===== config.mk =====
export PLATFORM = sky130hd
export DESIGN_NAME = npu_setreset_seq_flat
export DESIGN_NICKNAME = d
export VERILOG_FILES = /design/src/rtl/npu_setreset_seq_pkg.sv /design/src/rtl/npu_setreset_seq_if.sv /design/src/rtl/npu_pulse_window.sv /design/src/rtl/npu_setreset_seq.sv /design/src/flat_wrapper.sv
export SDC_FILE = /design/constraint.sdc
export NUM_CORES = 1
export LEC_CHECK = 0
export BUFFER_PORTS_ARGS = -buffer_cell sky130_fd_sc_hd__buf_2
export CAP_MARGIN = 20
export CORE_MARGIN = 1
export CORE_UTILIZATION = 40
export CTS_BUF_LIST = sky130_fd_sc_hd__clkbuf_4 sky130_fd_sc_hd__clkbuf_8
export DETAILED_ROUTE_END_ITERATION = 7
export PLACE_DENSITY_LB_ADDON = 0.05
export SETUP_SLACK_MARGIN = 0.02
export SYNTH_ARGS = -nofsm -noshare
export SYNTH_HDL_FRONTEND = slang
export SYNTH_HIERARCHICAL = 1
export SYNTH_SLANG_ARGS = --single-unit

===== constraint.sdc =====
create_clock -name clk -period 17.7 [get_ports clk]
set_input_delay 0 -clock clk [delete_from_list [all_inputs] [get_ports clk]]
set_output_delay 0 -clock clk [all_outputs]
set_load 0.05 [all_outputs]

===== src/rtl/npu_setreset_seq_pkg.sv =====
// Shared op/state encodings for the NPU SET/RESET/READ sequencer.
package npu_seq_pkg;

   localparam int OP_W = 2;

   typedef enum logic [OP_W-1:0] {
      OP_SET     = 2'd0,
      OP_RESET   = 2'd1,
      OP_READMEM = 2'd2,
      OP_END     = 2'd3
   } op_e;

   typedef enum logic [2:0] {
      S_IDLE,
      S_LOAD,
      S_PULSE,
      S_READ,
      S_NEXT,
      S_DONE
   } state_e;

endpackage


===== src/rtl/npu_setreset_seq_if.sv =====
// Config/status bundle between the register file and the sequencer.
// NPU_SEQ_CYCLE_CNT_EN adds the busy_cycles status counter.
interface npu_setreset_seq_if #(
   parameter int NUM_CH  = 3,
   parameter int NUM_OPS = 4,
   parameter int PW_W    = 16,
   parameter int ADDR_W  = 8,
   parameter int LOOP_W  = 32
);
   import npu_seq_pkg::*;

   logic                     start;
   logic                     stop;
   logic [OP_W*NUM_OPS-1:0]  op_list;
   logic [PW_W-1:0]          set_pw;
   logic [PW_W-1:0]          reset_pw;
   logic [NUM_CH*PW_W-1:0]   set_st;
   logic [NUM_CH*PW_W-1:0]   set_end;
   logic [NUM_CH*PW_W-1:0]   rst_st;
   logic [NUM_CH*PW_W-1:0]   rst_end;
   logic [ADDR_W-1:0]        wl_st;
   logic [ADDR_W-1:0]        wl_end;
   logic [ADDR_W-1:0]        bl_st;
   logic [ADDR_W-1:0]        bl_end;
   logic [LOOP_W-1:0]        l1_loop;
   logic [LOOP_W-1:0]        l4_loop;
   logic                     readmem_done;

   logic [NUM_CH-1:0]        ch_en;
   logic                     set_o;
   logic                     reset_o;
   logic                     readmem_req;
   logic [ADDR_W-1:0]        wl_addr;
   logic [ADDR_W-1:0]        bl_addr;
   logic                     busy;
   logic                     done;
   logic                     aborted;
   logic [OP_W-1:0]          cur_op;
`ifdef NPU_SEQ_CYCLE_CNT_EN
   logic [31:0]              busy_cycles;
`endif

   modport master (
      output start, stop, op_list, set_pw, reset_pw, set_st, set_end, rst_st, rst_end,
             wl_st, wl_end, bl_st, bl_end, l1_loop, l4_loop, readmem_done,
      input  ch_en, set_o, reset_o, readmem_req, wl_addr, bl_addr, busy, done, aborted,
`ifdef NPU_SEQ_CYCLE_CNT_EN
             busy_cycles,
`endif
             cur_op
   );

   modport slave (
      input  start, stop, op_list, set_pw, reset_pw, set_st, set_end, rst_st, rst_end,
             wl_st, wl_end, bl_st, bl_end, l1_loop, l4_loop, readmem_done,
      output ch_en, set_o, reset_o, readmem_req, wl_addr, bl_addr, busy, done, aborted,
`ifdef NPU_SEQ_CYCLE_CNT_EN
             busy_cycles,
`endif
             cur_op
   );

endinterface


===== src/rtl/npu_pulse_window.sv =====
// One pulse-window channel: enabled while st <= cnt <= end, clipped at the pulse width.
module npu_pulse_window #(
   parameter int PW_W = 16
) (
   input  logic [PW_W-1:0] cnt_i,
   input  logic [PW_W-1:0] st_i,
   input  logic [PW_W-1:0] end_i,
   input  logic [PW_W-1:0] pw_i,
   output logic            en_o
);

   assign en_o = (cnt_i >= st_i) && (cnt_i <= end_i) && (cnt_i <= pw_i);

endmodule


===== src/rtl/npu_setreset_seq.sv =====
// SET/RESET/READ op-list sequencer with WL/BL sweep and L1/L4 loops.
// Define NPU_SEQ_CYCLE_CNT_EN to add the saturating busy_cycles counter.
module npu_setreset_seq
   import npu_seq_pkg::*;
#(
   parameter int NUM_CH  = 3,
   parameter int NUM_OPS = 4,
   parameter int PW_W    = 16,
   parameter int ADDR_W  = 8,
   parameter int LOOP_W  = 32
) (
   input  logic              clk,
   input  logic              reset,
   npu_setreset_seq_if.slave bus
);

   localparam int SLOT_W = $clog2(NUM_OPS + 1);

   logic [OP_W*NUM_OPS-1:0] op_list_q;
   logic [PW_W-1:0]         set_pw_q, reset_pw_q;
   logic [NUM_CH*PW_W-1:0]  set_st_q, set_end_q, rst_st_q, rst_end_q;
   logic [ADDR_W-1:0]       wl_st_q, wl_end_q, bl_st_q, bl_end_q;
   logic [LOOP_W-1:0]       l1_max_q, l4_max_q;

   state_e                  state_q;
   logic [SLOT_W-1:0]       slot_q;
   logic [PW_W-1:0]         cnt_q;
   logic [LOOP_W-1:0]       l1_cnt_q, l4_cnt_q;
   logic [NUM_CH-1:0]       ch_en_q;
   logic                    set_q, reset_q, req_q, busy_q, done_q, aborted_q;
   logic [ADDR_W-1:0]       wl_addr_q, bl_addr_q;
   op_e                     cur_op_q;

   logic                    start_acc;
   op_e                     slot_op_d, next_op_d;
   logic [SLOT_W-1:0]       slot_inc_d;
   logic [LOOP_W-1:0]       l1_inc_d, l4_inc_d;
   logic                    win_set_d, bl_last_d, wl_last_d;
   logic [PW_W-1:0]         win_cnt_d, win_pw_d;
   logic [NUM_CH-1:0]       win_en_d;

   assign start_acc = (state_q == S_IDLE) && bus.start;

   // NOTE: shadow config is not reset; it is only consumed after a start has loaded it.
   always_ff @(posedge clk) begin
      if (start_acc) begin
         op_list_q  <= bus.op_list;
         set_pw_q   <= bus.set_pw;
         reset_pw_q <= bus.reset_pw;
         set_st_q   <= bus.set_st;
         set_end_q  <= bus.set_end;
         rst_st_q   <= bus.rst_st;
         rst_end_q  <= bus.rst_end;
         wl_st_q    <= bus.wl_st;
         wl_end_q   <= bus.wl_end;
         bl_st_q    <= bus.bl_st;
         bl_end_q   <= bus.bl_end;
         l1_max_q   <= (bus.l1_loop == '0) ? LOOP_W'(1) : bus.l1_loop;
         l4_max_q   <= (bus.l4_loop == '0) ? LOOP_W'(1) : bus.l4_loop;
      end
   end

   // NOTE: every output gets a default first so no path can infer a latch.
   always_comb begin
      slot_inc_d = slot_q + 1'b1;
      slot_op_d  = OP_END;
      next_op_d  = OP_END;
      for (int k = 0; k < NUM_OPS; k++) begin
         if (slot_q == SLOT_W'(k))     slot_op_d = op_e'(op_list_q[k*OP_W +: OP_W]);
         if (slot_inc_d == SLOT_W'(k)) next_op_d = op_e'(op_list_q[k*OP_W +: OP_W]);
      end
      l1_inc_d  = l1_cnt_q + 1'b1;
      l4_inc_d  = l4_cnt_q + 1'b1;
      // Window lookahead: the count the channels will show in the coming cycle.
      win_set_d = (state_q == S_PULSE) ? (cur_op_q == OP_SET) : (slot_op_d == OP_SET);
      win_cnt_d = (state_q == S_PULSE) ? cnt_q + 1'b1 : '0;
      win_pw_d  = win_set_d ? set_pw_q : reset_pw_q;
      bl_last_d = (bl_addr_q == bl_end_q) || (bl_st_q > bl_end_q);
      wl_last_d = (wl_addr_q == wl_end_q) || (wl_st_q > wl_end_q);
   end

   for (genvar i = 0; i < NUM_CH; i++) begin : g_ch
      npu_pulse_window #(.PW_W(PW_W)) u_win (
         .cnt_i (win_cnt_d),
         .st_i  (win_set_d ? set_st_q[i*PW_W +: PW_W]  : rst_st_q[i*PW_W +: PW_W]),
         .end_i (win_set_d ? set_end_q[i*PW_W +: PW_W] : rst_end_q[i*PW_W +: PW_W]),
         .pw_i  (win_pw_d),
         .en_o  (win_en_d[i])
      );
   end

   // NOTE: non-blocking assignments so every branch reads pre-edge register values.
   always_ff @(posedge clk or posedge reset) begin
      if (reset) begin
         state_q   <= S_IDLE;
         slot_q    <= '0;
         cnt_q     <= '0;
         l1_cnt_q  <= '0;
         l4_cnt_q  <= '0;
         ch_en_q   <= '0;
         set_q     <= 1'b0;
         reset_q   <= 1'b0;
         req_q     <= 1'b0;
         busy_q    <= 1'b0;
         done_q    <= 1'b0;
         aborted_q <= 1'b0;
         wl_addr_q <= '0;
         bl_addr_q <= '0;
         cur_op_q  <= OP_SET;
      end else begin
         done_q <= 1'b0;
         if (state_q != S_IDLE && bus.stop) begin
            state_q   <= S_IDLE;
            ch_en_q   <= '0;
            set_q     <= 1'b0;
            reset_q   <= 1'b0;
            req_q     <= 1'b0;
            busy_q    <= 1'b0;
            aborted_q <= 1'b1;
            cur_op_q  <= OP_SET;
         end else begin
            unique case (state_q)
               S_IDLE: if (bus.start) begin
                  state_q   <= S_LOAD;
                  busy_q    <= 1'b1;
                  aborted_q <= 1'b0;
                  wl_addr_q <= bus.wl_st;
                  bl_addr_q <= bus.bl_st;
                  l1_cnt_q  <= '0;
                  l4_cnt_q  <= '0;
                  slot_q    <= '0;
               end
               S_LOAD: begin
                  cur_op_q <= slot_op_d;
                  cnt_q    <= '0;
                  case (slot_op_d)
                     OP_SET, OP_RESET: begin
                        state_q <= S_PULSE;
                        set_q   <= (slot_op_d == OP_SET);
                        reset_q <= (slot_op_d == OP_RESET);
                        ch_en_q <= win_en_d;
                     end
                     OP_READMEM: begin
                        state_q <= S_READ;
                        req_q   <= 1'b1;
                     end
                     default: begin
                        state_q <= S_DONE;
                        done_q  <= 1'b1;
                     end
                  endcase
               end
               S_PULSE: if (cnt_q != win_pw_d) begin
                  cnt_q   <= cnt_q + 1'b1;
                  ch_en_q <= win_en_d;
               end else begin
                  state_q <= S_NEXT;
                  ch_en_q <= '0;
                  set_q   <= 1'b0;
                  reset_q <= 1'b0;
               end
               S_READ: if (bus.readmem_done) begin
                  state_q <= S_NEXT;
                  req_q   <= 1'b0;
               end
               S_NEXT: begin
                  state_q <= S_LOAD;
                  if (next_op_d != OP_END) begin
                     slot_q <= slot_inc_d;
                  end else begin
                     slot_q <= '0;
                     if (l1_inc_d < l1_max_q) begin
                        l1_cnt_q <= l1_inc_d;
                     end else begin
                        l1_cnt_q <= '0;
                        // Point order: BL inner, WL outer, whole sweep repeated by L4.
                        if (!bl_last_d) begin
                           bl_addr_q <= bl_addr_q + 1'b1;
                        end else begin
                           bl_addr_q <= bl_st_q;
                           if (!wl_last_d) begin
                              wl_addr_q <= wl_addr_q + 1'b1;
                           end else if (l4_inc_d < l4_max_q) begin
                              l4_cnt_q  <= l4_inc_d;
                              wl_addr_q <= wl_st_q;
                           end else begin
                              state_q <= S_DONE;
                              done_q  <= 1'b1;
                           end
                        end
                     end
                  end
               end
               S_DONE: begin
                  state_q  <= S_IDLE;
                  busy_q   <= 1'b0;
                  cur_op_q <= OP_SET;
               end
               default: state_q <= S_IDLE;
            endcase
         end
      end
   end

`ifdef NPU_SEQ_CYCLE_CNT_EN
   logic [31:0] busy_cycles_q;

   always_ff @(posedge clk or posedge reset) begin
      if (reset)                               busy_cycles_q <= '0;
      else if (start_acc)                      busy_cycles_q <= '0;
      else if (busy_q && busy_cycles_q != '1)  busy_cycles_q <= busy_cycles_q + 1'b1;
   end

   assign bus.busy_cycles = busy_cycles_q;
`endif

   assign bus.ch_en       = ch_en_q;
   assign bus.set_o       = set_q;
   assign bus.reset_o     = reset_q;
   assign bus.readmem_req = req_q;
   assign bus.wl_addr     = wl_addr_q;
   assign bus.bl_addr     = bl_addr_q;
   assign bus.busy        = busy_q;
   assign bus.done        = done_q;
   assign bus.aborted     = aborted_q;
   assign bus.cur_op      = cur_op_q;

endmodule

===== src/flat_wrapper.sv =====
// flat-port wrapper written by rule: the top's interface ports become plain ports
module npu_setreset_seq_flat import npu_seq_pkg::*;
#(
   parameter int NUM_CH  = 3,
   parameter int NUM_OPS = 4,
   parameter int PW_W    = 16,
   parameter int ADDR_W  = 8,
   parameter int LOOP_W  = 32
)
  (clk, reset, bus_start, bus_stop, bus_op_list, bus_set_pw, bus_reset_pw, bus_set_st, bus_set_end, bus_rst_st, bus_rst_end, bus_wl_st, bus_wl_end, bus_bl_st, bus_bl_end, bus_l1_loop, bus_l4_loop, bus_readmem_done, bus_ch_en, bus_set_o, bus_reset_o, bus_readmem_req, bus_wl_addr, bus_bl_addr, bus_busy, bus_done, bus_aborted, bus_cur_op);
  npu_setreset_seq_if #(.NUM_CH(NUM_CH), .NUM_OPS(NUM_OPS), .PW_W(PW_W), .ADDR_W(ADDR_W), .LOOP_W(LOOP_W)) bus_i ();
  input  logic clk;
  input  logic reset;
  input wire logic [$bits(bus_i.start)-1:0] bus_start;
  input wire logic [$bits(bus_i.stop)-1:0] bus_stop;
  input wire logic [$bits(bus_i.op_list)-1:0] bus_op_list;
  input wire logic [$bits(bus_i.set_pw)-1:0] bus_set_pw;
  input wire logic [$bits(bus_i.reset_pw)-1:0] bus_reset_pw;
  input wire logic [$bits(bus_i.set_st)-1:0] bus_set_st;
  input wire logic [$bits(bus_i.set_end)-1:0] bus_set_end;
  input wire logic [$bits(bus_i.rst_st)-1:0] bus_rst_st;
  input wire logic [$bits(bus_i.rst_end)-1:0] bus_rst_end;
  input wire logic [$bits(bus_i.wl_st)-1:0] bus_wl_st;
  input wire logic [$bits(bus_i.wl_end)-1:0] bus_wl_end;
  input wire logic [$bits(bus_i.bl_st)-1:0] bus_bl_st;
  input wire logic [$bits(bus_i.bl_end)-1:0] bus_bl_end;
  input wire logic [$bits(bus_i.l1_loop)-1:0] bus_l1_loop;
  input wire logic [$bits(bus_i.l4_loop)-1:0] bus_l4_loop;
  input wire logic [$bits(bus_i.readmem_done)-1:0] bus_readmem_done;
  output wire logic [$bits(bus_i.ch_en)-1:0] bus_ch_en;
  output wire logic [$bits(bus_i.set_o)-1:0] bus_set_o;
  output wire logic [$bits(bus_i.reset_o)-1:0] bus_reset_o;
  output wire logic [$bits(bus_i.readmem_req)-1:0] bus_readmem_req;
  output wire logic [$bits(bus_i.wl_addr)-1:0] bus_wl_addr;
  output wire logic [$bits(bus_i.bl_addr)-1:0] bus_bl_addr;
  output wire logic [$bits(bus_i.busy)-1:0] bus_busy;
  output wire logic [$bits(bus_i.done)-1:0] bus_done;
  output wire logic [$bits(bus_i.aborted)-1:0] bus_aborted;
  output wire logic [$bits(bus_i.cur_op)-1:0] bus_cur_op;
  assign bus_i.start = bus_start;
  assign bus_i.stop = bus_stop;
  assign bus_i.op_list = bus_op_list;
  assign bus_i.set_pw = bus_set_pw;
  assign bus_i.reset_pw = bus_reset_pw;
  assign bus_i.set_st = bus_set_st;
  assign bus_i.set_end = bus_set_end;
  assign bus_i.rst_st = bus_rst_st;
  assign bus_i.rst_end = bus_rst_end;
  assign bus_i.wl_st = bus_wl_st;
  assign bus_i.wl_end = bus_wl_end;
  assign bus_i.bl_st = bus_bl_st;
  assign bus_i.bl_end = bus_bl_end;
  assign bus_i.l1_loop = bus_l1_loop;
  assign bus_i.l4_loop = bus_l4_loop;
  assign bus_i.readmem_done = bus_readmem_done;
  assign bus_ch_en = bus_i.ch_en;
  assign bus_set_o = bus_i.set_o;
  assign bus_reset_o = bus_i.reset_o;
  assign bus_readmem_req = bus_i.readmem_req;
  assign bus_wl_addr = bus_i.wl_addr;
  assign bus_bl_addr = bus_i.bl_addr;
  assign bus_busy = bus_i.busy;
  assign bus_done = bus_i.done;
  assign bus_aborted = bus_i.aborted;
  assign bus_cur_op = bus_i.cur_op;
  npu_setreset_seq #(.NUM_CH(NUM_CH), .NUM_OPS(NUM_OPS), .PW_W(PW_W), .ADDR_W(ADDR_W), .LOOP_W(LOOP_W)) u_core (.clk(clk), .reset(reset), .bus(bus_i));
endmodule

* Word level (Yosys, flattened, before mapping)
Index checks and enable logic that the tools add are counted.
Word-level totals: ROM bits 0, RAM bits 0, register bits 441, logic and storage cells 202, memories kept 0, bits in latches 0
Operators by class: equality and inequality tests 30, multiply operators 0, divide/modulo/power cells 0, muxes and demuxes 86, add/sub/neg operators 6, $lt $le $gt $ge 11, shift-type cells 0, reduce and logical (&&, ||, !) cells 40, bitwise operators 1
Operators with widths (number):
- 32-bit 2-to-1 mux | 8
- 16-bit 2-to-1 mux | 9
- 32-bit case mux with 2 select lines | 2
- 8-bit 2-to-1 mux | 10
- 32-bit by 1-bit adder with 32-bit output (second input constant) | 2
- 16-bit less-or-equal comparator | 4
- 32-bit zero test | 2
- 32-bit < comparator | 2
- 16-bit greater-or-equal comparator | 3
- 3-bit 2-to-1 mux | 14
- 16-bit case mux with 2 select lines | 1
- 8-bit case mux with 2 select lines | 2
- 1-bit 2-to-1 mux | 21
- 3-bit by 2-bit equality test with 1-bit output (second input constant) | 6
- 2-bit 2-to-1 mux | 9
- 3-bit case mux with 2 select lines | 3
- 16-bit by 1-bit adder with 16-bit output (second input constant) | 1
- 8-bit by 1-bit adder with 8-bit output (second input constant) | 2
- 8-bit equality test | 2
- 8-bit greater-than comparator | 2
- 16-bit inequality test | 1
- 3-bit case mux with 5 select lines | 1
- 3-bit AND reduction | 5
- 3-bit nonzero test | 5
- other kinds (25) | 57

* Longest topological paths before layout
Gate-level depths: netlist of the first run.
depth after elaboration 14, mapped depth 20

* Cells and area by module
Netlist of the first run, hierarchy kept.
By module, submodules not included:
- npu_setreset_seq | area an instance 21290.4 sq um, sequential area each 12677.2 sq um, cells an instance 1737, times used 1
- npu_pulse_window | area an instance 1193.6 sq um, sequential area each 0.0 sq um, cells an instance 168, times used 3

* Worst setup path after synthesis of the first run
Ideal clock, no wire load.
path type register to register, start reg u_core.state_q[2], end reg u_core.bl_end_q[0] (enable), arrival 14.562 ns, period minus slack after synthesis 15.589 ns, buffers on the path 1, setup time 1.026 ns, cell stages (with the launch flop) 4, path slack 2.111 ns, data required time 16.674 ns, cell sequence dfrtp_1 -> clkbuf_1 -> or3_1 -> nor2_1
Between the ends: longest elaborated chain between the ends 2
Ends and longest elaborated chain:
- from (decl) | line npu_setreset_seq.sv:25 | state_e state_q;
- from (signal assigned) | line npu_setreset_seq.sv:95 | state_q <= S_IDLE;
- from (signal assigned) | line npu_setreset_seq.sv:113 | state_q <= S_IDLE;
- from (signal assigned) | line npu_setreset_seq.sv:124 | state_q <= S_LOAD;
- 3-bit zero test | line npu_setreset_seq.sv:42 | assign start_acc = (state_q == S_IDLE) && bus.start;
- 1-bit logical AND | line npu_setreset_seq.sv:42
- via u_core.start_acc | line npu_setreset_seq.sv:34 | logic start_acc;
- to (signal assigned) | line npu_setreset_seq.sv:57 | bl_end_q <= bus.bl_end;
- to (decl) | line npu_setreset_seq.sv:22 | logic [ADDR_W-1:0] wl_st_q, wl_end_q, bl_st_q, bl_end_q;
The timed path passes the listed nets, and every way through them passes these cells. A chain may end at the register's enable or synchronous reset.

* Worst setup path in the final report of the first run
start reg u_core.l1_cnt_q[2], end reg u_core.l4_cnt_q[26]
Between the ends: longest elaborated chain between the ends 4
Ends and longest elaborated chain:
- from (decl) | line npu_setreset_seq.sv:28 | logic [LOOP_W-1:0] l1_cnt_q, l4_cnt_q;
- from (signal assigned) | line npu_setreset_seq.sv:173 | l1_cnt_q <= l1_inc_d;
- 32-bit by 1-bit adder with 32-bit output | line npu_setreset_seq.sv:72 | l1_inc_d = l1_cnt_q + 1'b1;
- 32-bit < comparator | line npu_setreset_seq.sv:172 | if (l1_inc_d < l1_max_q) begin
- 2-bit inequality test (no line)
- 8-bit AND reduction (no line)
- to (signal assigned) | line npu_setreset_seq.sv:184 | l4_cnt_q <= l4_inc_d;
- to (decl) | line npu_setreset_seq.sv:28
No other way between the ends.

==> results of run 1 <==
## worst reg2reg max path, cell delays in order (launching register included)
cell	delay (ns)
sky130_fd_sc_hd__dfrtp_1	0.42
sky130_fd_sc_hd__nand3_1	0.19
sky130_fd_sc_hd__nor4_1	0.55
sky130_fd_sc_hd__and3_1	0.30
sky130_fd_sc_hd__and3_1	0.36
sky130_fd_sc_hd__nand2_1	0.16
sky130_fd_sc_hd__nor2_1	0.23
sky130_fd_sc_hd__xor2_1	0.10
sky130_fd_sc_hd__ha_1	0.32
sky130_fd_sc_hd__nand4_1	0.08
sky130_fd_sc_hd__or3_1	0.34
sky130_fd_sc_hd__a2111o_1	0.51
sky130_fd_sc_hd__nand3_1	0.38
sky130_fd_sc_hd__buf_4	0.34
sky130_fd_sc_hd__nor2b_1	0.17
sky130_fd_sc_hd__buf_4	0.21
sky130_fd_sc_hd__nand3_4	0.24
sky130_fd_sc_hd__o41ai_1	0.42
## metal layers
metal | wire, um | GRT usage (%) | vias up
li1 | - | - | 9864
met1 | 30300 | 27.3 | 9700
met2 | 37200 | 41.4 | 478
met3 | 2790 | 4.29 | 135
met4 | 1890 | 7.40 | 6
met5 | 29 | 0 | -
## cell type report
| cell class | count | area [sq um] | area share (%) |
|---|---|---|---|
| antenna | 8 | 20.0 | 0.0580 |
| multi-input combinational | 1405 | 10700 | 31.0 |
| timing repair buffer | 932 | 7470 | 21.7 |
| clock inverter | 41 | 248 | 0.718 |
| clock buffer | 111 | 1370 | 3.96 |
| tap | 837 | 1050 | 3.04 |
| inverter | 257 | 967 | 2.80 |
| sequential | 441 | 12700 | 36.8 |
## sequential cells by signal, indices dropped and copies added (netlist names), 16 cells and up
name / flops
u_core/rst_end_q: 48
u_core/reset_pw_q: 16
u_core/set_st_q: 48
u_core/l1_cnt_q: 32
u_core/set_end_q: 48
u_core/l4_max_q: 32
u_core/set_pw_q: 16
u_core/cnt_q: 16
u_core/l1_max_q: 32
u_core/rst_st_q: 48
u_core/l4_cnt_q: 32
## worst paths after layout
check	endpoint	startpoint	depth (start not counted)	slack, ns
min reg2reg	u_core/l1_cnt_q[13]	u_core/l1_cnt_q[13]	2	0.49
min in group asynchronous	u_core/l1_cnt_q[3]	reset	4	0.56
max	u_core/l4_cnt_q[26]	u_core/l1_cnt_q[2]	17	12.25
max reg2reg	u_core/l4_cnt_q[26]	u_core/l1_cnt_q[2]	17	12.25
max in group asynchronous	u_core/cnt_q[9]	reset	5	15.69
min	u_core/reset_pw_q[3]	bus_reset_pw[3]	2	0.05
## cell usage in the layout (no fill, tap or decap), types with 18 or more instances in the layout
master,Yosys,final
sky130_fd_sc_hd__dlygate4sd3_1,0,543
sky130_fd_sc_hd__buf_2,11,359
sky130_fd_sc_hd__edfxtp_1,328,328
sky130_fd_sc_hd__inv_1,256,255
sky130_fd_sc_hd__ha_1,233,233
sky130_fd_sc_hd__nand2_1,143,142
sky130_fd_sc_hd__o21ai_0,120,120
sky130_fd_sc_hd__mux2_2,118,118
sky130_fd_sc_hd__dfrtp_1,113,113
sky130_fd_sc_hd__nor2_1,100,99
sky130_fd_sc_hd__a21oi_1,89,89
sky130_fd_sc_hd__clkbuf_8,0,85
sky130_fd_sc_hd__nand4_1,63,63
sky130_fd_sc_hd__xnor2_1,62,62
sky130_fd_sc_hd__nand3_1,59,59
sky130_fd_sc_hd__xor2_1,51,51
sky130_fd_sc_hd__nor4_1,33,33
sky130_fd_sc_hd__a22o_1,30,30
sky130_fd_sc_hd__buf_4,7,29
sky130_fd_sc_hd__nand2b_1,28,28
sky130_fd_sc_hd__clkbuf_4,0,26
sky130_fd_sc_hd__and3_1,24,24
sky130_fd_sc_hd__o31ai_1,21,21
sky130_fd_sc_hd__a31oi_1,20,19
sky130_fd_sc_hd__a211oi_1,18,18
## repair_timing
item / 4_1_cts / 5_1_grt
hold buffers: 540 / 3
setup endpoints to repair: 0 / 0
endpoints found under the hold margin: 403 / 3
## power groups by stage
stage	Sequential (mW)	Combinational, mW	Clock, mW
detailed placement	1.54	1.50	0
floorplan	1.72	1.02	0
global placement	1.54	1.47	0
CTS	1.52	1.60	1.02
global route	1.55	1.76	1.06
finish	1.52	1.59	0.982
## cell families (layout without fill, tap and decap cells)
logic type               Yosys count  count (layout)
AND/OR/NAND/NOR                  515             515
flip-flops                       441             441
AO/OA/AOI/OAI                    412             412
buffers and inverters            395            1341
adder cells (fa/ha/maj)          233             233
multiplexers                     132             132
XOR/XNOR                         113             113
other                              0               8
## per-stage QoR
stage                     hold slack, ns  total power [mW]  setup slack (ns)  cell area (sq um)
after floorplan                   0.0989              2.74              2.11              24900
after global placement             0.138              3.00             12.28              27400
after detailed placement           0.138              3.04             12.23              27400
after CTS                       0.000183              4.14             12.19              34400
after global routing             0.00184              4.37             11.66              34500
final                             0.0545              4.09             12.25              34500
==> metrics.log, run 1 <==
INFO  metric critPathLaunchType = register
INFO  metric portBuffers = 359
INFO  metric critical_path_required = 18.25 ns
INFO  metric filler_cell_count_in_the_final_layout = 5262
INFO  metric crit_path_max_fanout = 21
INFO  metric die-area = 0.0632 sq mm
INFO  metric cts_sinks = 441
INFO  metric grt_setup_unrepaired = no
INFO  metric cts_inserted_buffers = 82
INFO  metric worstSetupEndpointType = register
INFO  metric muxShareOfSynthArea = 5.91%
INFO  metric final_hold_viol_count = 0
INFO  metric min_path_type = in -> reg
INFO  metric yosys.area.top_type = sky130_fd_sc_hd__edfxtp_1
INFO  metric post_cts_resize_count = 0
INFO  metric postSynthNetCount = 2807
INFO  metric timing.max_slew.rel_slack = 13.8%
INFO  metric worst-path-buf-inv = 2
INFO  metric clk_path_buf_depth = 3
INFO  metric io_pins = 360
INFO  metric clk_transition_reported_paths = 0.07 ns
INFO  metric avgViaCountPerCell = 5.01
INFO  metric synth_fa_ha_area_share = 11.7%
INFO  metric horiz_die_dim = 251 um
INFO  metric fp.coreArea = 0.0616 sq mm
INFO  metric grt_start_max_net_pins = 190
INFO  metric intPower = 2.56 mW
INFO  metric power_switching_share = 37.3%
INFO  metric fin_crit = 5.45 ns
INFO  metric crit_family = simple AND/OR/NAND/NOR gates
INFO  metric power_density = 119 mW/mm^2
INFO  metric yosys_register_bits = 441
INFO  metric fp.dieH = 251 um
INFO  metric seq_power_share = 37.2%
INFO  metric synth_edf_count = 328
INFO  metric post-synth-top-count-cell = sky130_fd_sc_hd__edfxtp_1
INFO  metric grt_pass1_wl = 113000 um
INFO  metric grt_antenna_before_repair = 11
INFO  metric synth-xor-area-share = 3.98%
INFO  metric post-place-cells = 3329
INFO  metric final-max-slew-violation-count = 0
INFO  metric run_status = completed
INFO  metric slew_worst_pin = 1.29 ns
INFO  metric timing.final.crit_share = 30.8%
INFO  metric synth_simple_gate_area_share = 10.4%
INFO  metric floorplan.initialDensity = 40.4%
INFO  metric critical_path_class = reg -> reg
INFO  metric grt_util_all_layers = 22.9%
INFO  metric fin_skew = 0.0282 ns
INFO  metric final_net_count = 3685
INFO  metric synth_largest_type_area_fraction = 39.6%
INFO  metric max-vdd-ir-drop = 90.1 uV
INFO  metric finish.utilization = 56.0%
INFO  metric synth_top_flop_cell = sky130_fd_sc_hd__edfxtp_1
INFO  metric dpl.hpwl = 48300 um
INFO  metric htree_levels = 3
INFO  metric combinational_family_with_the_most_area_after_synthesis = adder cells
INFO  metric areaGrowthSynthToFinish = 38.7%
INFO  metric maxCapViolations = 0
INFO  metric yosysWarnings = 6
INFO  metric route.final.wire_length = 72200 um
INFO  metric number_of_search_and_repair_iterations_in_the_first_detailed_routing_pass = 5
INFO  metric detailedRoute.firstIterationViolations = 979
INFO  metric layoutNonFillerInstCount = 4032
INFO  metric drc_errors = 0
INFO  metric achievable-frequency = 184 MHz
INFO  metric via_count_of_the_first_global_routing_pass = 21000
INFO  metric synth_top_cells_by_count = sky130_fd_sc_hd__edfxtp_1 (328), sky130_fd_sc_hd__inv_1 (256), sky130_fd_sc_hd__ha_1 (233)
INFO  metric synth.cell_area = 0.0249 sq mm
INFO  metric timing.final.setup_violations = 0
INFO  metric power.switching = 1.53 mW
INFO  metric ys_async_sr_fraction = 25.6%
INFO  metric timing.setup.tns = 0 ns
INFO  metric cts_setup_buffers = 0
INFO  metric routedWlPerCell = 17.9 um
INFO  metric slowest_delay = 0.55 ns
INFO  metric routabilityCongestion = 0.858
INFO  metric share_clk_of_total_power = 24.0%
INFO  metric cp.arrival = 5.99 ns
INFO  metric post_synth_main_area_contributors = sky130_fd_sc_hd__edfxtp_1 (40%), sky130_fd_sc_hd__ha_1 (12%), sky130_fd_sc_hd__dfrtp_1 (11%), sky130_fd_sc_hd__mux2_2 (5.3%), sky130_fd_sc_hd__inv_1 (3.9%)
INFO  metric power.share.combinational = 38.8%
INFO  metric drive_above_1_share = 21.1%
INFO  metric power.static_leakage = 15.2 nW
INFO  metric crit_slowest_cell = sky130_fd_sc_hd__nor4_1
INFO  metric synth_compound_gate_area_share = 10.9%
INFO  metric drtAntennaViolNets = 0
INFO  metric dr_total_vias = 20200
INFO  metric postSynthAreaPerCell = 11.1 sq um
INFO  metric mapped_cells = 2241
INFO  metric worst_skew_pair.late_latency = 0.68 ns
INFO  metric overflow = 0
INFO  metric post_synth_num_cell_types = 77
INFO  metric cts_tree = yes
INFO  metric crit_path_cell_trace = nand3_1, nor4_1, and3_1, and3_1, nand2_1, nor2_1, xor2_1, ha_1, nand4_1, or3_1, a2111o_1, nand3_1, buf_4, nor2b_1, buf_4, nand3_4, o41ai_1
INFO  metric ctsRootBufferMaster = sky130_fd_sc_hd__clkbuf_8
INFO  metric std_cell_rows = 91
INFO  metric fraction_of_the_yosys_area_taken_by_sequential_cells = 51.0%
(Power assumes the default switching activity.)
==> run 2: changes to the inputs <==
==> constraint.sdc (replaced) <==
create_clock -name clk -period 4.9 [get_ports clk]
set_input_delay 0 -clock clk [delete_from_list [all_inputs] [get_ports clk]]
set_output_delay 0 -clock clk [all_outputs]
set_load 0.05 [all_outputs]
==> run 2 against run 1 <==
Sequential cell count unchanged. Core utilization up 0.43 points. Routed wire length up 2.1%. Non-clock buffer count up 11. Via count up 1.2%. Register-to-register slack worse by 12 ns. Clock skew up 0.011 ns. Cell area up 0.76%. Hold slack worse by 0.012 ns. Critical path type unchanged. Critical endpoint is now u_core/bus.ch_en[2]. Largest cell class unchanged. Highest routed layer unchanged.
==> metrics.log, run 2 (synthesis gave the netlist of run 1 again) <==
INFO  metric run_status = completed
INFO  metric drc_errors = 0 (unchanged)
INFO  metric design_power_total = 15.2 mW (+270%)
INFO  metric clk_path_buf_depth = 3 (unchanged)
INFO  metric cts_sinks = 441 (unchanged)
INFO  metric grt_util_all_layers = 23.6% (+0.63 points)
INFO  metric cp.arrival = 5.17 ns (-0.82 ns)
INFO  metric power_switching_share = 36.9% (-0.45 points)
INFO  metric worstSetupEndpointType = register
INFO  metric areaGrowthSynthToFinish = 39.7%
INFO  metric worst_skew_pair.late_latency = 0.68 ns (about the same)
INFO  metric critical_path_class = reg -> reg
INFO  metric cts_inserted_buffers = 83 (+1.2%)
INFO  metric share_clk_of_total_power = 25.1% (+1.1 points)
INFO  metric ctsRootBufferMaster = sky130_fd_sc_hd__clkbuf_8
INFO  metric seq_power_share = 36.1% (-1.1 points)
INFO  metric timing.final.crit_share = 93.0% (+62 points)
INFO  metric floorplan.initialDensity = 40.4% (unchanged)
INFO  metric routedWlPerCell = 18.2 um (+1.9%)
INFO  metric htree_levels = 3 (unchanged)
INFO  metric fp.dieH = 251 um (unchanged)
INFO  metric fp.coreArea = 0.0616 sq mm (unchanged)
INFO  metric std_cell_rows = 91 (unchanged)
INFO  metric filler_cell_count_in_the_final_layout = 5176 (-1.6%)
INFO  metric dr_total_vias = 20400 (+1.2%)
INFO  metric min_path_type = in -> reg
INFO  metric die-area = 0.0632 sq mm (unchanged)
INFO  metric via_count_of_the_first_global_routing_pass = 21800 (+3.7%)
INFO  metric timing.max_slew.rel_slack = 31.7% (+18 points)
INFO  metric final_cell_mix = sky130_fd_sc_hd__dlygate4sd3_1 (534), sky130_fd_sc_hd__buf_2 (359), sky130_fd_sc_hd__edfxtp_1 (328)
INFO  metric final_net_count = 3697 (+0.33%)
INFO  metric crit_path_max_fanout = 58 (+180%)
INFO  metric intPower = 9.57 mW (+270%)
INFO  metric avgViaCountPerCell = 5.05 (+0.95%)
INFO  metric clk_transition_reported_paths = 0.06 ns (about the same)
INFO  metric route.final.wire_length = 73700 um (+2.1%)
INFO  metric grt_setup_unrepaired = yes
INFO  metric horiz_die_dim = 251 um (unchanged)
INFO  metric routabilityCongestion = 0.880 (+2.5%)
INFO  metric drtAntennaViolNets = 0 (unchanged)
INFO  metric portBuffers = 359 (unchanged)
INFO  metric final-max-slew-violation-count = 0 (unchanged)
INFO  metric io_pins = 360 (unchanged)
INFO  metric grt_start_max_net_pins = 156 (-18%)
INFO  metric layoutNonFillerInstCount = 4042 (+0.25%)
INFO  metric final_hold_viol_count = 0 (unchanged)
INFO  metric dpl.hpwl = 49000 um (+1.5%)
INFO  metric fin_skew = 0.0387 ns (+0.0105 ns)
INFO  metric grt_pass1_wl = 116000 um (+2.6%)
INFO  metric detailedRoute.firstIterationViolations = 1162 (+19%)
INFO  metric number_of_search_and_repair_iterations_in_the_first_detailed_routing_pass = 5 (unchanged)
INFO  metric power_density = 436 mW/mm^2 (+270%)
INFO  metric power.share.combinational = 38.8% (about the same)
INFO  metric timing.final.setup_violations = 0 (unchanged)
INFO  metric max-vdd-ir-drop = 269 uV (+200%)
INFO  metric mostFrequentLayoutCell = sky130_fd_sc_hd__dlygate4sd3_1
INFO  metric critPathLaunchType = register
INFO  metric grt_antenna_before_repair = 6 (-5)
INFO  metric slew_worst_pin = 1.02 ns (-0.267 ns)
INFO  metric critical_path_required = 5.52 ns (-12.73 ns)
INFO  metric power.static_leakage = 15.4 nW (+0.92%)
INFO  metric maxCapViolations = 0 (unchanged)
INFO  metric overflow = 0 (unchanged)
INFO  metric post-place-cells = 3349 (+0.60%)
INFO  metric drive_above_1_share = 22.0% (+0.91 points)
INFO  metric fin_crit = 4.56 ns (-0.889 ns)
INFO  metric power.switching = 5.59 mW (+270%)
INFO  metric cts_tree = yes
INFO  metric achievable-frequency = 219 MHz (+20%)
## run 2: cell types whose count changed in the layout (fill, tap and decap cells not counted), moves of 3 or more
cell / change
sky130_fd_sc_hd__bufinv_16: +3
sky130_fd_sc_hd__a21oi_2: +3
sky130_fd_sc_hd__dlygate4sd3_1: -9
sky130_fd_sc_hd__buf_12: +3
sky130_fd_sc_hd__a21oi_1: -3
sky130_fd_sc_hd__diode_2: -3
sky130_fd_sc_hd__buf_4: +17
sky130_fd_sc_hd__clkinv_2: -5
sky130_fd_sc_hd__clkbuf_8: +5
## run 2: area by class of cell
type	count	area, sq um	share of cell area (%)
antenna	5	12.5	0.0360
clock buffer	117	1440	4.15
clock inverter	37	303	0.871
inverter	257	967	2.78
multi-input combinational	1405	10700	30.9
sequential	441	12700	36.5
tap	837	1050	3.01
timing repair buffer	943	7570	21.8
## run 2: per-layer routing
metal | wire, um | up-vias | global-route usage, %
li1 | - | 9880 | -
met1 | 30600 | 9820 | 27.9
met2 | 37200 | 548 | 41.9
met3 | 2940 | 176 | 3.77
met4 | 3020 | 2 | 10.5
met5 | 13 | - | 0
## run 2: path summary, 6_finish.rpt
check / startpoint / endpoint / slack, ns / depth (start not counted)
min in group asynchronous: reset / u_core/l1_cnt_q[13] / 0.09 / 3
max reg2reg: u_core/slot_q[0] / u_core/bus.ch_en[2] / 0.34 / 16
max in group asynchronous: reset / u_core/l4_cnt_q[21] / 3.51 / 4
max: u_core/slot_q[0] / u_core/bus.ch_en[2] / 0.34 / 16
min: bus_wl_st[3] / u_core/wl_st_q[3] / 0.04 / 2
min reg2reg: u_core/bus.reset_o / u_core/bus.reset_o / 0.49 / 1
## run 2: critical path, cell delays in order, from the launching register on
cell	delay [ns]
sky130_fd_sc_hd__dfrtp_1	0.42
sky130_fd_sc_hd__inv_1	0.08
sky130_fd_sc_hd__ha_1	0.25
sky130_fd_sc_hd__nor3b_1	0.15
sky130_fd_sc_hd__o31ai_1	0.30
sky130_fd_sc_hd__o21ai_1	0.26
sky130_fd_sc_hd__a31oi_4	0.46
sky130_fd_sc_hd__buf_12	0.35
sky130_fd_sc_hd__mux2_2	0.39
sky130_fd_sc_hd__inv_1	0.06
sky130_fd_sc_hd__ha_1	0.23
sky130_fd_sc_hd__nand4_1	0.18
sky130_fd_sc_hd__nor2_1	0.07
sky130_fd_sc_hd__a221o_1	0.34
sky130_fd_sc_hd__a211o_1	0.29
sky130_fd_sc_hd__a221oi_2	0.42
sky130_fd_sc_hd__a22o_1	0.18
## run 2: metrics by stage
step | setup slack [ns] | instance area, sq um | setup TNS [ns] | util [%] | hold slack (ns)
finish | 0.343 | 34800 | 0 | 56.4 | 0.0423
global route | 0.0172 | 34800 | 0 | 56.4 | 0.00383
CTS | 0.202 | 34700 | 0 | 56.4 | 0.000357
detailed placement | 0.235 | 27600 | 0 | 44.9 | 0.178
global placement | 0.234 | 27600 | 0 | 44.9 | 0.176
floorplan | -1.32 | 24900 | -433.97 | - | 0.0989
## run 2: repair_timing
| item | in CTS | in global routing |
|---|---|---|
| buffers inserted | 0 | 0 |
| endpoints found under the setup margin | 0 | 10 |
| resized for setup | 0 | 4 |
| endpoints found under the hold margin | 437 | 0 |
| hold buffers | 534 | 0 |
## run 2: power groups by stage
stage	clock [mW]	combinational, mW	sequential [mW]
final	3.80	5.89	5.47
after detailed placement	0	5.58	5.53
after CTS	3.92	5.95	5.46
after floorplan	0	3.70	5.86
after global routing	4.08	6.54	5.56
after global placement	0	5.48	5.51
==> run 3: changes to the inputs <==
--- a/config.mk
+++ b/config.mk
@@ -11,9 +11,9 @@
 export CORE_UTILIZATION = 40
 export CTS_BUF_LIST = sky130_fd_sc_hd__clkbuf_4 sky130_fd_sc_hd__clkbuf_8
 export DETAILED_ROUTE_END_ITERATION = 7
+export HOLD_SLACK_MARGIN = 0.08
 export PLACE_DENSITY_LB_ADDON = 0.05
 export SETUP_SLACK_MARGIN = 0.02
 export SYNTH_ARGS = -nofsm -noshare
 export SYNTH_HDL_FRONTEND = slang
-export SYNTH_HIERARCHICAL = 1
 export SYNTH_SLANG_ARGS = --single-unit
==> constraint.sdc (replaced) <==
create_clock -name clk -period 4.55 [get_ports clk]
set_input_delay 0 -clock clk [delete_from_list [all_inputs] [get_ports clk]]
set_output_delay 0 -clock clk [all_outputs]
set_load 0.05 [all_outputs]
==> run 3 against run 2 <==
Area after synthesis down 6.1%. Synthesized cell count shrank 13%. The run now fails in clock tree synthesis (4_1_cts).
==> metrics.log, run 3 <==
INFO  metric synth_edf_count = 328 (unchanged)
INFO  metric yosysWarnings = 0 (-6)
INFO  metric io_pins = 360 (unchanged)
INFO  metric postSynthNetCount = 2493 (-11%)
INFO  metric post-synth-top-count-cell = sky130_fd_sc_hd__edfxtp_1
INFO  metric synth_top_flop_cell = sky130_fd_sc_hd__edfxtp_1
INFO  metric yosys_register_bits = 441 (unchanged)
INFO  metric ys_async_sr_fraction = 25.6% (unchanged)
INFO  metric flow.stopped_at = clock tree synthesis (4_1_cts)
INFO  metric synth_largest_type_area_fraction = 42.2% (+2.6 points)
INFO  metric post_cts_resize_count = 0 (unchanged)
INFO  metric place_area = 0.0261 sq mm (-5.4%)
INFO  metric cts_setup_buffers = 0 (unchanged)
INFO  metric post_synth_main_area_contributors = sky130_fd_sc_hd__edfxtp_1 (42%), sky130_fd_sc_hd__dfrtp_1 (12%), sky130_fd_sc_hd__ha_1 (11%), sky130_fd_sc_hd__mux2i_1 (4.8%), sky130_fd_sc_hd__xor2_1 (2.4%)
INFO  metric cts_inserted_buffers = 81 (-2.4%)
INFO  metric fraction_of_the_yosys_area_taken_by_sequential_cells = 54.3% (+3.3 points)
INFO  metric htree_levels = 3 (unchanged)
INFO  metric post_synth_num_cell_types = 78 (+1.3%)
INFO  metric yosys.area.top_type = sky130_fd_sc_hd__edfxtp_1
INFO  metric dpl.hpwl = 44300 um (-9.5%)
INFO  metric cts_sinks = 441 (unchanged)
INFO  metric run_status = did not finish
INFO  metric mapped_cells = 1959 (-13%)
INFO  metric std_cell_rows = 88 (-3.3%)
INFO  metric portBuffers = 359 (unchanged)
INFO  metric clk_path_buf_depth = 3 (unchanged)
INFO  metric horiz_die_dim = 244 um (-3.1%)
INFO  metric synth.cell_area = 0.0233 sq mm (-6.1%)
INFO  metric error_message = [ERROR RSZ-0060] Max buffer count reached.
INFO  metric floorplan.initialDensity = 40.5% (+0.090 points)
INFO  metric synth_top_cells_by_count = sky130_fd_sc_hd__edfxtp_1 (328), sky130_fd_sc_hd__ha_1 (201), sky130_fd_sc_hd__nand2_1 (139)
INFO  metric ctsRootBufferMaster = sky130_fd_sc_hd__clkbuf_8
INFO  metric routabilityCongestion = 0.852 (-3.2%)
INFO  metric fp.dieH = 244 um (-3.1%)
INFO  metric cts-hold-fix-buffers = 634 (+19%)
INFO  metric postSynthAreaPerCell = 11.9 sq um (+7.4%)
run 3: logic make-up after synthesis:
logic type	after synthesis	share of synthesized area [%]
and+or+nand+nor	466	10.0
xor gates and xnor gates	126	4.73
buffers and inverters	232	3.91
adders and majority gates	201	10.8
muxes	139	6.29
AOI/OAI and AO/OA	354	9.99
DFF	441	54.3
run 3: metrics by stage:
step	setup TNS, ns	hold slack [ns]	std cells	worst slack (ns)
floorplan	-513.60	0.0989	1959	-1.55
detailed placement	0	0.178	3015	0.191
global placement	0	0.176	3015	0.253
==> run 4: changes to the inputs <==
--- a/config.mk
+++ b/config.mk
@@ -8,12 +8,9 @@
 export BUFFER_PORTS_ARGS = -buffer_cell sky130_fd_sc_hd__buf_2
 export CAP_MARGIN = 20
 export CORE_MARGIN = 1
-export CORE_UTILIZATION = 40
-export CTS_BUF_LIST = sky130_fd_sc_hd__clkbuf_4 sky130_fd_sc_hd__clkbuf_8
+export CORE_UTILIZATION = 25
 export DETAILED_ROUTE_END_ITERATION = 7
-export HOLD_SLACK_MARGIN = 0.08
-export PLACE_DENSITY_LB_ADDON = 0.05
-export SETUP_SLACK_MARGIN = 0.02
+export PLACE_DENSITY_LB_ADDON = 0.15
 export SYNTH_ARGS = -nofsm -noshare
 export SYNTH_HDL_FRONTEND = slang
 export SYNTH_SLANG_ARGS = --single-unit
==> run 4 against run 3 <==
The run now ends clean. Area after synthesis did not move. Synthesized cell count unchanged.
==> metrics.log, run 4 <==
INFO  metric run_status = completed
INFO  metric drc_errors = 0
INFO  metric yosys.area.top_type = sky130_fd_sc_hd__edfxtp_1
INFO  metric worst_skew_pair.late_latency = 0.61 ns
INFO  metric grt_antenna_before_repair = 13
INFO  metric place_worst_setup_slack = 0.141 ns (-0.0500 ns)
INFO  metric fin_crit = 4.26 ns
INFO  metric overflow = 0
INFO  metric final-max-slew-violation-count = 0
INFO  metric power_density = 515 mW/mm^2
INFO  metric clk_transition_reported_paths = 0.06 ns
INFO  metric crit_family = simple AND/OR/NAND/NOR gates
INFO  metric std_cell_rows = 111 (+26%)
INFO  metric routedWlPerCell = 18.2 um
INFO  metric synth_top_flop_cell = sky130_fd_sc_hd__edfxtp_1
INFO  metric crit_slowest_cell = sky130_fd_sc_hd__dfrtp_1
INFO  metric number_of_search_and_repair_iterations_in_the_first_detailed_routing_pass = 5
INFO  metric io_pins = 360 (unchanged)
INFO  metric slowest_delay = 0.42 ns
INFO  metric synth_largest_type_area_fraction = 42.2% (unchanged)
INFO  metric fraction_of_the_yosys_area_taken_by_sequential_cells = 54.3% (unchanged)
INFO  metric ys_async_sr_fraction = 25.6% (unchanged)
INFO  metric fp.dieH = 308 um (+26%)
INFO  metric maxCapViolations = 0
INFO  metric routabilityCongestion = 0.835 (-1.9%)
INFO  metric power.static_leakage = 14.0 nW
INFO  metric yosysWarnings = 0 (unchanged)
INFO  metric grt_util_all_layers = 15.0%
INFO  metric postSynthNetCount = 2493 (unchanged)
INFO  metric slew_worst_pin = 1.02 ns
INFO  metric synth.cell_area = 0.0233 sq mm (unchanged)
INFO  metric mapped_cells = 1959 (unchanged)
INFO  metric final_hold_viol_count = 0
INFO  metric max-vdd-ir-drop = 353 uV
INFO  metric fin_skew = 0.0223 ns
INFO  metric via_count_of_the_first_global_routing_pass = 18200
INFO  metric synth_top_cells_by_count = sky130_fd_sc_hd__edfxtp_1 (328), sky130_fd_sc_hd__ha_1 (201), sky130_fd_sc_hd__nand2_1 (139)
INFO  metric yosys_register_bits = 441 (unchanged)
INFO  metric area.sequential = 0.0127 sq mm
INFO  metric post_synth_num_cell_types = 78 (unchanged)
INFO  metric route.final.wire_length = 71800 um
INFO  metric post-synth-top-count-cell = sky130_fd_sc_hd__edfxtp_1
INFO  metric synth_edf_count = 328 (unchanged)
INFO  metric horiz_die_dim = 308 um (+26%)
INFO  metric timing.final.setup_violations = 0
INFO  metric cts_inserted_buffers = 53 (-35%)
INFO  metric drive_above_1_share = 21.2%
INFO  metric dr_total_vias = 17400
INFO  metric filler_cell_count_in_the_final_layout = 9093
INFO  metric final_net_count = 3184
INFO  metric drtAntennaViolNets = 0
INFO  metric timing.max_slew.rel_slack = 31.9%
INFO  metric htree_levels = 2 (-1)
INFO  metric crit_path_cell_trace = ha_1, and4_2, nand3_1, nor3_1, and4_2, and4_1, xor2_1, ha_1, and4_1, nor2b_2, o2111ai_1, o22a_1, a211oi_2, buf_4, and3_1, nor2_4, buf_12, a221o_1
INFO  metric worstSetupEndpointType = register
INFO  metric critPathLaunchType = register
INFO  metric fp.coreArea = 0.0921 sq mm
INFO  metric grt_start_max_net_pins = 141
INFO  metric cts_sinks = 441 (unchanged)
INFO  metric clk_path_buf_depth = 3 (unchanged)
INFO  metric die-area = 0.0946 sq mm
INFO  metric timing.setup.tns = 0 ns
INFO  metric postSynthAreaPerCell = 11.9 sq um (unchanged)
INFO  metric avgViaCountPerCell = 4.42
INFO  metric min_path_type = in -> reg
INFO  metric achievable-frequency = 235 MHz
INFO  metric final_critical_path_setup_slack = 0.290 ns
INFO  metric crit_path_max_fanout = 19
INFO  metric critical_path_class = reg -> reg
INFO  metric areaGrowthSynthToFinish = 36.8%
INFO  metric detailedRoute.firstIterationViolations = 779
INFO  metric final_cell_mix = sky130_fd_sc_hd__buf_2 (360), sky130_fd_sc_hd__dlygate4sd3_1 (332), sky130_fd_sc_hd__edfxtp_1 (328)
INFO  metric multi_input_area = 0.00982 sq mm
INFO  metric portBuffers = 359 (unchanged)
INFO  metric ctsRootBufferMaster = sky130_fd_sc_hd__clkbuf_16
INFO  metric mostFrequentLayoutCell = sky130_fd_sc_hd__buf_2
INFO  metric dpl.hpwl = 52600 um (+19%)
INFO  metric cts_tree = yes
INFO  metric cp.arrival = 4.75 ns
INFO  metric grt_pass1_wl = 107000 um
INFO  metric post_synth_main_area_contributors = sky130_fd_sc_hd__edfxtp_1 (42%), sky130_fd_sc_hd__dfrtp_1 (12%), sky130_fd_sc_hd__ha_1 (11%), sky130_fd_sc_hd__mux2i_1 (4.8%), sky130_fd_sc_hd__xor2_1 (2.4%)
INFO  metric critical_path_required = 5.04 ns
INFO  metric floorplan.initialDensity = 25.4% (-15 points)
INFO  metric worst-path-buf-inv = 2
INFO  metric timing.final.crit_share = 93.6%
## run 4: cell counts after synthesis
Identical to the previous run, type by type.
## run 4: worst paths after layout
path	from	to	slack (ns)	cells past startpoint
max in group asynchronous	reset	u_core.bus.bl_addr[1]	3.33	4
min	bus_set_end[31]	u_core.set_end_q[31]	0.1	2
max reg2reg	u_core.l1_cnt_q[1]	u_core.l4_cnt_q[6]	0.29	18
min in group asynchronous	reset	u_core.l4_cnt_q[11]	0.13	3
min reg2reg	u_core.bus.reset_o	u_core.bus.reset_o	0.49	1
max	u_core.l1_cnt_q[1]	u_core.l4_cnt_q[6]	0.29	18
## run 4: final cells by class
cell class                 instances  share of cell area, %
clock buffer                      74                   4.60
sequential                       441                   39.7
multi-input combinational       1286                   30.8
tap                             1243                   4.87
antenna                            6                 0.0470
timing repair buffer             758                   18.0
inverter                         110                   1.31
clock inverter                    26                  0.772
## run 4: kinds of logic (layout without fill, tap and decap cells)
kind of cell               count (synthesis)  after routing  share of synthesized area, %
xor gates and xnor gates                 126            126                          4.73
buffers and inverters                    232            968                          3.91
other                                      0              6                             0
adders and majority gates                201            201                          10.8
muxes                                    139            139                          6.29
and+or+nand+nor                          466            466                          10.0
AOI/OAI and AO/OA                        354            354                          9.99
DFF                                      441            441                          54.3
## run 4: power breakdown
group	switching, mW	internal, mW	total (mW)
Clock	1.77	2.48	4.25
Combinational	3.80	2.37	6.17
Sequential	0.453	5.56	6.01
Total	6.02	10.4	16.4
## run 4: repair_timing
| action | in CTS | in global routing |
|---|---|---|
| hold endpoints to repair | 414 | 0 |
| resized for setup | 0 | 8 |
| hold buffers | 332 | 0 |
| endpoints found under the setup margin | 0 | 46 |
| buffers inserted | 0 | 2 |
## run 4: worst reg2reg max path, stage by stage, from the launching register on
cell and delay, ns:
sky130_fd_sc_hd__dfrtp_1 0.42, sky130_fd_sc_hd__ha_1 0.19, sky130_fd_sc_hd__and4_2 0.27, sky130_fd_sc_hd__nand3_1 0.15
sky130_fd_sc_hd__nor3_1 0.21, sky130_fd_sc_hd__and4_2 0.33, sky130_fd_sc_hd__and4_1 0.26, sky130_fd_sc_hd__xor2_1 0.09
sky130_fd_sc_hd__ha_1 0.31, sky130_fd_sc_hd__and4_1 0.19, sky130_fd_sc_hd__nor2b_2 0.18, sky130_fd_sc_hd__o2111ai_1 0.12
sky130_fd_sc_hd__o22a_1 0.25, sky130_fd_sc_hd__a211oi_2 0.23, sky130_fd_sc_hd__buf_4 0.18, sky130_fd_sc_hd__and3_1 0.22
sky130_fd_sc_hd__nor2_4 0.06, sky130_fd_sc_hd__buf_12 0.18, sky130_fd_sc_hd__a221o_1 0.31
## run 4: metrics by stage
step           area, sq um  util [%]  hold WS, ns  power, mW  cells
4_1_cts              31900      34.6       0.0399       16.8   3936
3_3_place_gp         26800      29.1        0.177       12.0   3503
5_1_grt              31900      34.7       0.0634       17.5   3943
6_report             31900      34.7       0.0964       16.4   3944
3_5_place_dp         26800      29.1        0.178       12.2   3504
2_1_floorplan        23400         -       0.0989       10.2   1959
## run 4: layer usage
layer | track usage (%) | vias up | share of wire, % | wire length [um]
met5 | 0 | - | 0.085 | 61
met4 | 4.03 | 12 | 2.4 | 1720
met3 | 2.90 | 94 | 4.4 | 3150
met2 | 26.2 | 353 | 49 | 35200
met1 | 18.6 | 8362 | 44 | 31700
li1 | - | 8628 | - | -
